==> src/rtl/texto_rom_ctrl_pkg.sv <==
// Shared constants for the text overlay: glyph codes, glyph cell geometry
// and the RGB332 colours used by the overlay.
package texto_rom_ctrl_pkg;

    localparam logic [2:0] GLYPH_SPACE = 3'd0;
    localparam logic [2:0] GLYPH_J     = 3'd1;
    localparam logic [2:0] GLYPH_V     = 3'd2;
    localparam logic [2:0] GLYPH_M     = 3'd3;
    localparam logic [2:0] GLYPH_B     = 3'd4;
    localparam logic [2:0] GLYPH_S     = 3'd5;
    localparam logic [2:0] GLYPH_L     = 3'd6;

    localparam int GLYPH_W = 8;
    localparam int GLYPH_H = 16;

    localparam logic [7:0] RGB_BLACK = 8'h00;
    localparam logic [7:0] RGB_WHITE = 8'hFF;
    localparam logic [7:0] RGB_RED   = 8'hE0;
    localparam logic [7:0] RGB_GREEN = 8'h1C;
    localparam logic [7:0] RGB_BLUE  = 8'h03;

endpackage

==> src/rtl/texto_rom_ctrl_slot_regs.sv <==
// NCHAR x 3-bit glyph string with one write port and an asynchronous read.
// Reads in the same clock as a write see the previous code.
module texto_slot_regs
    import texto_rom_ctrl_pkg::*;
#(
    parameter int NCHAR = 8
) (
    input  logic       clk,
    input  logic       reset_n,
    input  logic       wr_en,
    input  logic [2:0] wr_addr,
    input  logic [2:0] wr_code,
    input  logic [2:0] rd_addr,
    output logic [2:0] rd_code
);

    logic [2:0] slot_q [NCHAR];

    always_ff @(posedge clk or negedge reset_n) begin
        if (!reset_n) begin
            for (int i = 0; i < NCHAR; i++) begin
                slot_q[i] <= GLYPH_SPACE;
            end
        end else if (wr_en && (int'(wr_addr) < NCHAR)) begin
            slot_q[wr_addr] <= wr_code;
        end
    end

    assign rd_code = (int'(rd_addr) < NCHAR) ? slot_q[rd_addr] : GLYPH_SPACE;

endmodule

==> src/rtl/texto_rom_ctrl.sv <==
// Text overlay: maps pixel coordinates onto a glyph string, drives the
// external glyph ROM and returns a 2-tick pipelined colour plus delayed syncs.
module texto_rom_ctrl
    import texto_rom_ctrl_pkg::*;
#(
    parameter int         X0    = 256,
    parameter int         Y0    = 224,
    parameter int         NCHAR = 8,
    parameter logic [7:0] FG    = RGB_WHITE,
    parameter logic [7:0] BG    = RGB_BLACK
) (
    input  logic       clk,
    input  logic       reset_n,
    input  logic       pix_tick,
    input  logic [9:0] pixel_x,
    input  logic [9:0] pixel_y,
    input  logic       video_on,
    input  logic       hsync_in,
    input  logic       vsync_in,
    input  logic       text_en,
    input  logic       wr_en,
    input  logic [2:0] wr_addr,
    input  logic [2:0] wr_code,
    output logic [2:0] direccion,
    output logic [3:0] rom,
    input  logic [7:0] rom_data,
    output logic [7:0] rgb,
    output logic       hsync_out,
    output logic       vsync_out
);

    // 11-bit bounds so the exclusive right/bottom edges cannot wrap
    localparam logic [10:0] X_LO = 11'(X0);
    localparam logic [10:0] X_HI = 11'(X0 + GLYPH_W * NCHAR);
    localparam logic [10:0] Y_LO = 11'(Y0);
    localparam logic [10:0] Y_HI = 11'(Y0 + GLYPH_H);

    logic [5:0] dx;
    logic [3:0] dy;
    logic       in_win;
    logic [2:0] slot_code;

    logic [2:0] bit_a;
    logic       win_a;
    logic       vid_a;
    logic       hs_a;
    logic       vs_a;
    logic       pix_on;

    assign dx = 6'(pixel_x - 10'(X0));
    assign dy = 4'(pixel_y - 10'(Y0));

    assign in_win = ({1'b0, pixel_x} >= X_LO) && ({1'b0, pixel_x} < X_HI) &&
                    ({1'b0, pixel_y} >= Y_LO) && ({1'b0, pixel_y} < Y_HI);

    texto_slot_regs #(
        .NCHAR (NCHAR)
    ) u_slot_regs (
        .clk     (clk),
        .reset_n (reset_n),
        .wr_en   (wr_en),
        .wr_addr (wr_addr),
        .wr_code (wr_code),
        .rd_addr (dx[5:3]),
        .rd_code (slot_code)
    );

    // Stage A: ROM address plus the side-band that must travel with it
    always_ff @(posedge clk or negedge reset_n) begin
        if (!reset_n) begin
            direccion <= '0;
            rom       <= '0;
            bit_a     <= '0;
            win_a     <= 1'b0;
            vid_a     <= 1'b0;
            hs_a      <= 1'b1;
            vs_a      <= 1'b1;
        end else if (pix_tick) begin
            direccion <= in_win ? slot_code : GLYPH_SPACE;
            rom       <= dy;
            bit_a     <= dx[2:0];
            win_a     <= in_win & text_en;
            vid_a     <= video_on;
            hs_a      <= hsync_in;
            vs_a      <= vsync_in;
        end
    end

    assign pix_on = win_a & rom_data[3'd7 - bit_a];

    // Stage B: colour select against the ROM row returned for stage A
    always_ff @(posedge clk or negedge reset_n) begin
        if (!reset_n) begin
            rgb       <= '0;
            hsync_out <= 1'b1;
            vsync_out <= 1'b1;
        end else if (pix_tick) begin
            rgb       <= !vid_a ? 8'h00 : (pix_on ? FG : BG);
            hsync_out <= hs_a;
            vsync_out <= vs_a;
        end
    end

endmodule

==> config.mk <==
export PLATFORM = sky130hd
export DESIGN_NAME = texto_rom_ctrl
export DESIGN_NICKNAME = d
export VERILOG_FILES = /design/src/rtl/texto_rom_ctrl_pkg.sv /design/src/rtl/texto_rom_ctrl_slot_regs.sv /design/src/rtl/texto_rom_ctrl.sv
export SDC_FILE = /design/constraint.sdc
export NUM_CORES = 1
export LEC_CHECK = 0
export CORE_AREA = 2 2 73 75
export CTS_BUF_LIST = sky130_fd_sc_hd__clkbuf_4
export CTS_CLUSTER_DIAMETER = 80
export DETAILED_ROUTE_END_ITERATION = 10
export DIE_AREA = 0 0 75 77
export GPL_ROUTABILITY_DRIVEN = 0
export PLACE_DENSITY = 0.7
export SYNTH_ARGS = -nofsm -noshare
export SYNTH_HDL_FRONTEND = slang
export SYNTH_SLANG_ARGS = --single-unit
==> constraint.sdc <==
create_clock -name clk -period 1.4 [get_ports clk]
set_input_delay 0.14 -clock clk [delete_from_list [all_inputs] [get_ports clk]]
set_output_delay 0.14 -clock clk [all_outputs]
set_load 0.01 [all_outputs]
==> run_results.csv, run 1 <==
group,metric,value,unit
final_layout,num_antenna_cells,0,
pwr,p_per_area,1050,nW/um^2
grt,antenna_found_initial,0,
cts,cts.root.buffer_cell,"clkbuf_4",
detailed_routing,drt_iter0_markers,65,
grt,grt_use_total,15.8,%
cts,cts_tree,"yes",
detailed_routing,detail-route-antenna-nets,0,
synth,number_of_enable_type_register_cells_in_the_synthesized_netlist,0,
setup_path,cell_count_of_the_worst_reg_to_reg_path,3,
setup_path,crit_path_start_kind,"register",
grt,grt_pass1_vias,1457,
synth,synth.avg_cell_area,14.7,sq um
detailed_routing,wl_per_cell,15.9,um
cts,cts_inserted_buffers,5,
flow_run,cap_viol_max_count,0,
hold_path,hold_path_class,"in -> async",
sta,timing.max_slew.rel_slack,71.3,%
synth,ys_async_sr_fraction,100,%
synth,yosysSeqAreaShare,53.1,%
placement,port-buffer-count,58,
floorplanning,core-area,4980,sq um
floorplanning,num_io_pins,59,
final_layout,area.growth.synth_to_final,38.4,%
cts,worstSkewPairLatency,0.34,ns
grt,grt_pass1_wl,6940,um
setup_path,data_required_time_at_the_worst_endpoint,1.26,ns
synth,synthMostInstantiatedCell,"dfrtp_1",
floorplanning,initial_core_util,39.0,%
sta,holdWs,0.269,ns
setup_path,crit_path_max_fanout,5,
final_layout,num-nets-final,240,
detailed_routing,drcViolationCount,0,
synth,synth.net_count,174,
final_layout,multi_input_area,811,sq um
synth,netlist_instances,132,
sta,fin_skew,0.00567,ns
synth,synth.lib_cells_used.distinct,27,
floorplanning,floorplan.die.height,77,um
setup_path,endpoint_kind,"output port",
sta,timing.fmax,0.760,GHz
sta,timing.final.crit_period,1.32,ns
status,result_of_the_run,"completed",
detailed_routing,dr_total_vias,1362,
detailed_routing,overall_routed_net_length,4290,um
cts,cts.clk_slew.worst_paths,0.11,ns
setup_path,worstSetupPathType,"reg -> out",
synth,synth_area_leaders,"dfrtp_1 48%, mux2_2 20%, mux4_1 8.1%",
final_layout,final_layout_size_suffix_gt1_share,30.7,%
floorplanning,floorplan.die.width,75,um
final_layout,fill_count,454,
final_layout,final-seq-area,1030,sq um
cts,max-clock-path-buffers,2,
placement,dp.final_hpwl,3250,um
sta,report.final.setup_viol,0,
synth,synth_top_flop_cell,"dfrtp_1",
sta,rsz0062_at_grt,"no",
detailed_routing,detailedRoute.firstPassIterationCount,4,
detailed_routing,drt-vias-per-instance,5.06,
synth,synth_top_area_cell,"dfrtp_1",
grt,globalRoute.totalOverflow,0,
synth,post_synthesis_instance_area,1940,sq um
grt,largest_net_degree_at_the_start_of_global_routing,25,
synth,post-synth-top-area-fraction,47.7,%
synth,yosys_warnings,0,
sta,period_share,93.9,%
sta,setup-tns-final,0,ns
sta,timing.final.max_slew_violations,0,
synth,ys_ff_latch,41,
floorplanning,floorplan.die_area,5780,sq um
pwr,leakage,0.00119,uW
floorplanning,row_count,26,
setup_path,worstPathArrival,1.18,ns
synth,netlist_top_cells_count,"37 x dfrtp_1, 35 x mux2_2, 7 x buf_4, 7 x inv_1, 7 x mux2i_1",
cts,sinks_on_the_clock_net,41,
sta,timing.final.hold_violations,0,
sta,worst_slew_pin_slew,0.430,ns
pwr,irDropWorstVdd,670,uV
cts,number_of_h_tree_levels,2,
[what timing repair did]
item,CTS,global route
gates resized for setup,19,1
setup endpoints to repair,17,1
pin swaps,0,0
buffers inserted,2,0
hold buffers,1,0
hold endpoints to repair,14,0
[cell type report]
class | count | share of cell area (%)
tap | 70 | 3.26
clock inverter | 2 | 1.26
sequential | 41 | 38.4
inverter | 7 | 0.978
timing repair buffer | 69 | 24.3
multi-input combinational | 74 | 30.2
clock buffer | 6 | 1.68
[power by group]
group	leakage, uW	switching [uW]	total [uW]	internal, uW
Clock	0.0000433	361	753	391
Sequential	0.000492	119	1500	1380
Combinational	0.000656	185	564	379
[layer usage]
layer,vias up,global-route usage (%),share of wire [%]
met5,-,0,0
met1,667,19.1,42
met2,63,26.7,48
li1,624,-,-
met3,8,5.26,8.3
met4,0,4.11,1.4
[critical path, stage by stage (launching register included)]
cell and delay [ns]:
dfrtp_2 0.41, buf_4 0.14, dlygate4sd2_1 0.28
[cells in the final DEF, fill, tap and decap left out, types with 3 or more instances in the layout]
master,instances
nand4b_1,3
dfrtp_1,36
mux4_1,6
buf_4,8
mux2_2,35
inv_1,7
o22ai_1,4
mux2i_1,7
clkdlybuf4s50_1,39
dlygate4sd2_1,17
clkbuf_4,6
dfstp_2,4
[sequential cells by signal (all words and copies together) (netlist names)]
register	count
rom	4
vsync_out	1
win_a	1
vid_a	1
u_slot_regs.slot_q	24
rgb	1
vs_a	1
direccion	3
hsync_out	1
hs_a	1
bit_a	3
[logic make-up after synthesis]
kind of cell | share of synthesized area, %
compound gates | 2.83
buf+inv | 5.15
flops | 53.1
mux | 32.0
simple gates | 6.89
[through the flow]
stage / power, uW / utilization (%) / setup WS (ns) / cell area [sq um] / std cells
after floorplan: 1790 / - / 0.247 / 1940 / 132
after global placement: 2070 / 52.3 / -0.308 / 2600 / 258
after detailed placement: 2110 / 52.3 / -0.389 / 2600 / 258
after CTS: 2860 / 53.9 / 0.00225 / 2690 / 269
after global routing: 2970 / 54.0 / 0.00541 / 2690 / 269
final: 2820 / 54.0 / 0.0847 / 2690 / 269
[worst paths after layout]
kind / slack (ns) / start / endpoint
max reg2reg: 0.13 / u_slot_regs.slot_q[10]$_DFFE_PN0P_ / direccion[1]$_DFFE_PN0P_
min in group clk: 0.34 / text_en / win_a$_DFFE_PN0P_
min: 0.27 / reset_n / rom[3]$_DFFE_PN0P_
max: 0.08 / rgb[6]$_DFFE_PN0P_ / rgb[3]
min reg2reg: 0.51 / rom[3]$_DFFE_PN0P_ / rom[3]$_DFFE_PN0P_
max in group asynchronous: 0.59 / reset_n / hsync_out$_DFFE_PN1P_
(Power assumes the default switching activity.)
==> run 2: changes to the inputs <==
--- a/config.mk
+++ b/config.mk
@@ -11,7 +11,9 @@
 export DETAILED_ROUTE_END_ITERATION = 10
 export DIE_AREA = 0 0 75 77
 export GPL_ROUTABILITY_DRIVEN = 0
+export HOLD_SLACK_MARGIN = 0.02
 export PLACE_DENSITY = 0.7
+export SLEW_MARGIN = 20
 export SYNTH_ARGS = -nofsm -noshare
 export SYNTH_HDL_FRONTEND = slang
 export SYNTH_SLANG_ARGS = --single-unit
==> results of run 2 <==
No change in the layout: final DEF, timing and power equal those of run 1.
